[config.mk]
export PLATFORM = sky130hd
export DESIGN_NAME = bound_flasher_sequencer_flat
export DESIGN_NICKNAME = d
export VERILOG_FILES = /design/src/rtl/bound_flasher_sequencer_pkg.sv /design/src/rtl/bound_flasher_sequencer_if.sv /design/src/rtl/bound_flasher_sequencer_lamp_shift_reg.sv /design/src/rtl/bound_flasher_sequencer.sv /design/src/flat_wrapper.sv
export SDC_FILE = /design/constraint.sdc
export NUM_CORES = 1
export LEC_CHECK = 0
export CAP_MARGIN = 10
export CORE_MARGIN = 1
export CORE_UTILIZATION = 43
export CTS_CLUSTER_DIAMETER = 100
export DETAILED_ROUTE_END_ITERATION = 12
export PLACE_DENSITY_LB_ADDON = 0.12
export SETUP_SLACK_MARGIN = 0.5
export SLEW_MARGIN = 20
export SYNTH_ARGS = -nofsm -noshare
export SYNTH_HDL_FRONTEND = slang
export SYNTH_SLANG_ARGS = --single-unit
[constraint.sdc]
create_clock -name div_clk -period 2.9 [get_ports div_clk]
set_clock_uncertainty 0.1 [all_clocks]
set_input_delay 0.58 -clock div_clk [delete_from_list [all_inputs] [get_ports div_clk]]
set_output_delay 0.58 -clock div_clk [all_outputs]
set_load 0.05 [all_outputs]
[src/rtl/bound_flasher_sequencer_pkg.sv]
// Shared definitions for the bound flasher: state encodings, lamp target patterns
// and the mapping from a next state to the lamp register operation.
package bound_flasher_pkg;

   localparam int unsigned LAMP_COUNT = 16;

   typedef enum logic [2:0] {
      ST_INITIAL = 3'd0,
      ST_UP_5    = 3'd1,
      ST_DN_0    = 3'd2,
      ST_UP_10   = 3'd3,
      ST_DN_5    = 3'd4,
      ST_UP_15   = 3'd5,
      ST_DN_ALL  = 3'd6,
      ST_ILLEGAL = 3'd7
   } state_e;

   typedef enum logic [1:0] {
      LS_CLEAR = 2'd0,
      LS_UP    = 2'd1,
      LS_DOWN  = 2'd2
   } lamp_op_e;

   localparam logic [LAMP_COUNT-1:0] LP_5   = 16'h003F;
   localparam logic [LAMP_COUNT-1:0] LP_4   = 16'h001F;
   localparam logic [LAMP_COUNT-1:0] LP_10  = 16'h07FF;
   localparam logic [LAMP_COUNT-1:0] LP_ALL = 16'hFFFF;

   // Lamp motion follows the state being entered, so a target pattern is never overshot.
   function automatic lamp_op_e lamp_op(input state_e st);
      lamp_op_e op;
      case (st)
         ST_UP_5, ST_UP_10, ST_UP_15: op = LS_UP;
         ST_DN_0, ST_DN_5, ST_DN_ALL: op = LS_DOWN;
         default:                     op = LS_CLEAR;
      endcase
      return op;
   endfunction

endpackage

[src/rtl/bound_flasher_sequencer_if.sv]
// Signals exchanged between the state register side (master) and the sequencer (slave).
interface bound_flasher_sequencer_if;
   import bound_flasher_pkg::*;

   logic                  flick;
   logic [2:0]            cur_st;
   logic [2:0]            nxt_st;
   logic [LAMP_COUNT-1:0] lamps;

   modport master (
      output flick,
      output cur_st,
      input  nxt_st,
      input  lamps
   );

   modport slave (
      input  flick,
      input  cur_st,
      output nxt_st,
      output lamps
   );

endinterface

[src/rtl/bound_flasher_sequencer_lamp_shift_reg.sv]
// Lamp register: asynchronous clear, then per-edge clear / fill-up / drain-down.
module lamp_shift_reg
   import bound_flasher_pkg::*;
#(
   parameter int unsigned N_LAMPS = LAMP_COUNT
) (
   input  logic               div_clk,
   input  logic               rst,
   input  lamp_op_e           op,
   output logic [N_LAMPS-1:0] lamps
);

   always_ff @(posedge div_clk or posedge rst) begin
      if (rst) begin
         lamps <= '0;
      end else begin
         case (op)
            LS_UP:   lamps <= {lamps[N_LAMPS-2:0], 1'b1};
            LS_DOWN: lamps <= {1'b0, lamps[N_LAMPS-1:1]};
            default: lamps <= '0;
         endcase
      end
   end

endmodule

[src/rtl/bound_flasher_sequencer.sv]
// Next-state decode and lamp output of the bound flasher; the state register lives outside
// and feeds cur_st back in.
module bound_flasher_sequencer
   import bound_flasher_pkg::*;
#(
   parameter int unsigned N_LAMPS = 16
) (
   input logic                      div_clk,
   input logic                      rst,
   bound_flasher_sequencer_if.slave bus
);

   state_e             cur;
   state_e             nxt;
   lamp_op_e           op;
   logic [N_LAMPS-1:0] lamps_q;

   assign cur = state_e'(bus.cur_st);

   always_comb begin
      nxt = ST_INITIAL;
      case (cur)
         ST_INITIAL: nxt = bus.flick ? ST_UP_5 : ST_INITIAL;
         ST_UP_5:    nxt = (lamps_q == LP_5) ? ST_DN_0 : ST_UP_5;
         ST_DN_0:    nxt = (lamps_q == '0) ? ST_UP_10 : ST_DN_0;
         ST_UP_10: begin
            // Kickback takes priority over the normal reversal at lamp 10.
            if (bus.flick && (lamps_q == LP_5 || lamps_q == LP_10))
               nxt = ST_DN_0;
            else if (lamps_q == LP_10)
               nxt = ST_DN_5;
            else
               nxt = ST_UP_10;
         end
         ST_DN_5:    nxt = (lamps_q == LP_4) ? ST_UP_15 : ST_DN_5;
         ST_UP_15: begin
            if (bus.flick && lamps_q == LP_10)
               nxt = ST_DN_5;
            else if (lamps_q == LP_ALL)
               nxt = ST_DN_ALL;
            else
               nxt = ST_UP_15;
         end
         ST_DN_ALL:  nxt = (lamps_q == '0) ? ST_INITIAL : ST_DN_ALL;
         default:    nxt = ST_INITIAL;
      endcase
   end

   assign op         = lamp_op(nxt);
   assign bus.nxt_st = nxt;
   assign bus.lamps  = lamps_q;

   lamp_shift_reg #(
      .N_LAMPS (N_LAMPS)
   ) u_lamps (
      .div_clk (div_clk),
      .rst     (rst),
      .op      (op),
      .lamps   (lamps_q)
   );

endmodule

[src/flat_wrapper.sv]
// flat-port wrapper written by rule: the top's interface ports become plain ports
module bound_flasher_sequencer_flat import bound_flasher_pkg::*;
#(
   parameter int unsigned N_LAMPS = 16
)
  (div_clk, rst, bus_flick, bus_cur_st, bus_nxt_st, bus_lamps);
  bound_flasher_sequencer_if bus_i ();
  input logic div_clk;
  input logic rst;
  input wire logic [$bits(bus_i.flick)-1:0] bus_flick;
  input wire logic [$bits(bus_i.cur_st)-1:0] bus_cur_st;
  output wire logic [$bits(bus_i.nxt_st)-1:0] bus_nxt_st;
  output wire logic [$bits(bus_i.lamps)-1:0] bus_lamps;
  assign bus_i.flick = bus_flick;
  assign bus_i.cur_st = bus_cur_st;
  assign bus_nxt_st = bus_i.nxt_st;
  assign bus_lamps = bus_i.lamps;
  bound_flasher_sequencer #(.N_LAMPS(N_LAMPS)) u_core (.div_clk(div_clk), .rst(rst), .bus(bus_i));
endmodule
==> results <==
==> per-stage QoR <==
stage                     utilization, %  instance area, um^2
after floorplan                        -                 1008
after global placement             69.18                 1399
after detailed placement           69.18                 1399
after CTS                          78.47                 1587
after global routing               79.21                 1602
final                              79.21                 1602
==> cell type report <==
class                      count  area [um^2]
tap                           27        33.78
inverter                       5        18.77
multi-input combinational     65        624.3
timing repair buffer          48        478.0
clock buffer                   4        36.28
fill                         126        420.4
sequential                    16        410.4
==> cell usage after synthesis (all sizes together) (3+ instances only) <==
library cell,count
nor2,4
inv,5
clkbuf,4
nand3b,3
a22o,14
nand4,3
dfrtp,16
or4,3
nor4,4
nand2,3
nand3,4
==> logic make-up after synthesis <==
group,count (synthesis),synth area share [%]
AOI/OAI and AO/OA,26,23.60
adders and majority gates,2,2.607
buffers and inverters,10,4.433
DFF,16,41.72
muxes,1,1.173
and+or+nand+nor,36,26.47
==> power groups by stage <==
stage	logic, uW	clock network [uW]	registers (uW)
final	196	143	232
after global routing	208	156	232
after CTS	194	149	231
after detailed placement	157	0	236
after global placement	152	0	235
after floorplan	82.9	0	248
==> placed cells by master (no fill, tap or decap), types with 2 or more instances in the layout <==
cell type,netlist,final
clkdlybuf4s50_1,0,21
nor2_1,3,2
a22o_1,12,12
nand3b_1,3,3
nand4_1,3,3
nand3_1,4,3
and3_1,2,2
buf_4,1,19
clkbuf_4,0,3
buf_6,0,4
nor2b_4,0,2
inv_1,5,5
buf_12,0,4
dfrtp_2,0,8
nand2_1,3,3
or4_4,2,3
a22o_4,0,2
dfrtp_1,16,8
nor4_1,3,3
nor3b_2,1,2
==> worst max-delay path, delay by kind of cell (launching register included) <==
family                 cells  cell delay [ps]
AND/OR/NAND/NOR            2              740
flip-flops                 1              410
AO/OA/AOI/OAI              3              540
buffers and inverters      2              320
==> worst min-delay path by stage <==
stage,startpoint,endpoint,slack [ps],cells past startpoint
2_1_floorplan,rst,u_core.u_lamps.lamps[10],390,1
3_3_place_gp,u_core.u_lamps.lamps[0],u_core.u_lamps.lamps[1],410,1
6_report,u_core.u_lamps.lamps[0],u_core.u_lamps.lamps[1],440,1
5_1_grt,u_core.u_lamps.lamps[0],u_core.u_lamps.lamps[1],460,1
3_5_place_dp,u_core.u_lamps.lamps[1],u_core.u_lamps.lamps[0],420,1
4_1_cts,u_core.u_lamps.lamps[0],u_core.u_lamps.lamps[1],440,1
==> routing by layer <==
| metal | share of wire [%] | wire length [um] |
|---|---|---|
| met5 | 0 | 0 |
| met2 | 47 | 1343 |
| met3 | 6.5 | 183 |
| met1 | 45 | 1267 |
| met4 | 1.4 | 41 |
==> what timing repair did <==
item,4_1_cts,5_1_grt
gates cloned,1,0
pin swaps,5,1
endpoints found under the setup margin,19,20
resized for setup,19,2
buffers inserted,7,1
endpoints found under the hold margin,0,0
==> qor.csv <==
metric,value,unit
outcome,"complete, but fails checks",
failing checks,setup timing,
Pwr per Cell Area,356.6,nW/um^2
pin count of the biggest net entering global routing,17,
Mapped Area,959.7,um^2
Placed Cells,152,
CP arrival,2300,ps
drt pass-1 iters,4,
die width,49.24,um
met3 usage,8.723,%
CP Class,flip-flop to output port,
Setup crit end,bus_nxt_st[1],
Post-route DRC,0,
VDD IR-drop max,0.0003464,V
P_leak,0.0006934,uW
sequential power share,40.6,%
Worst Max-Slew Pin Slew,598.4,ps
biggest registers after layout,u_core.u_lamps.lamps (16),
Starting Density,47.46,%
Port Buffer Count,24,
row count,16,
cts bufs inserted,3,
CTS tree,yes,
ys async rst share,100.0,%
Hold WS,438.7,ps
setup violators final,2,
Congestion Overflow GR,0,
max capacitance violation total,0,
met1 GRT Util,34.05,%
Largest Register,u_core.u_lamps.lamps,
sequential share of the synthesized area,41.72,%
sw frac,30.47,%
vias in the first global route,1010,
WL per Instance,17.19,um
min Tclk post-route,2982,ps
Critical-path top delay cell,or4_4,
post-synth top area share,41.72,%
Die Area,2425,um^2
Area Overhead vs Synth,66.88,%
Critical Path Source Type,flip-flop,
Yosys cell types,39,
vias per std cell,5.994,
Fin Setup TNS,-107.2,ps
cell taking the most area after synthesis,dfrtp_1,
Critical Path RT,2220,ps
initial DRC count,18,
n_diodes,0,
CP Launch Point,u_core.u_lamps.lamps[9],
Yosys reg bits,16,
CP Capture Type,output port,
syn nets,99,
GRT busiest layer,met2,
setup repair after global routing missed its margin,yes,
die height,49.24,um
clk slew on worst S/H paths,90,ps
post-route setup slack,-82.06,ps
root buffer cell,clkbuf_4,
switching power,174.0,uW
Post-synth EDFFs,0,
final wirelength,2836,um
Post-Place Worst Slack,-119.8,ps
hpwl dp,1997,um
clk sinks,16,
vias,989,
Overall Global Routing Usage,26.12,%
clock group share of total power,25.1,%
total power,571.2,uW
"Avg Cell Area, Syn",10.55,um^2
slew margin rel.,60.07,%
final hold viol count,0,
CTS Hold Bufs,0,
H-Tree Depth,1,
share of cells above drive strength 1,47.10,%
r2r startpoint,u_core.u_lamps.lamps[13],
Gate Count Post-Synth,91,
crit-path cells,or4_4 > nor3_4 > a311oi_2 > buf_4 > a221oi_2 > o21ai_2 > buf_12,
worst skew pair latency,290,ps
f_max,0.3353,GHz
internal power,397.2,uW
met2 Use GR,39.50,%
top-level I/O count,25,
post-route ant nets,0,
maximum clock insertion buffer count,2,
total core area,2022,um^2
Main synth FF type,dfrtp_1,
fin cells,165,
flop-to-flop setup slack,110,ps
warning count from the yosys run,0,
period utilization,102.8,%
Slowest Stage Delay on Critical Path,570,ps
initial antenna violation count,0,
worst hold path type,flip-flop to flip-flop,
first-pass GRT wire length,4754,um
fin nets,147,
Synth area leaders,"dfrtp_1 42%, a22o_1 11%, ha_1 2.6%",
max reg flops,16,
Crit Path Max Fanout,3,
GPL Wtd Cong,0.8423,
Final Max Slew Viols,0,
worst r2r dst,u_core.u_lamps.lamps[6],
power share of the combinational group,34.3,%
reg2reg path depth,12,
(Power assumes the default switching activity.)
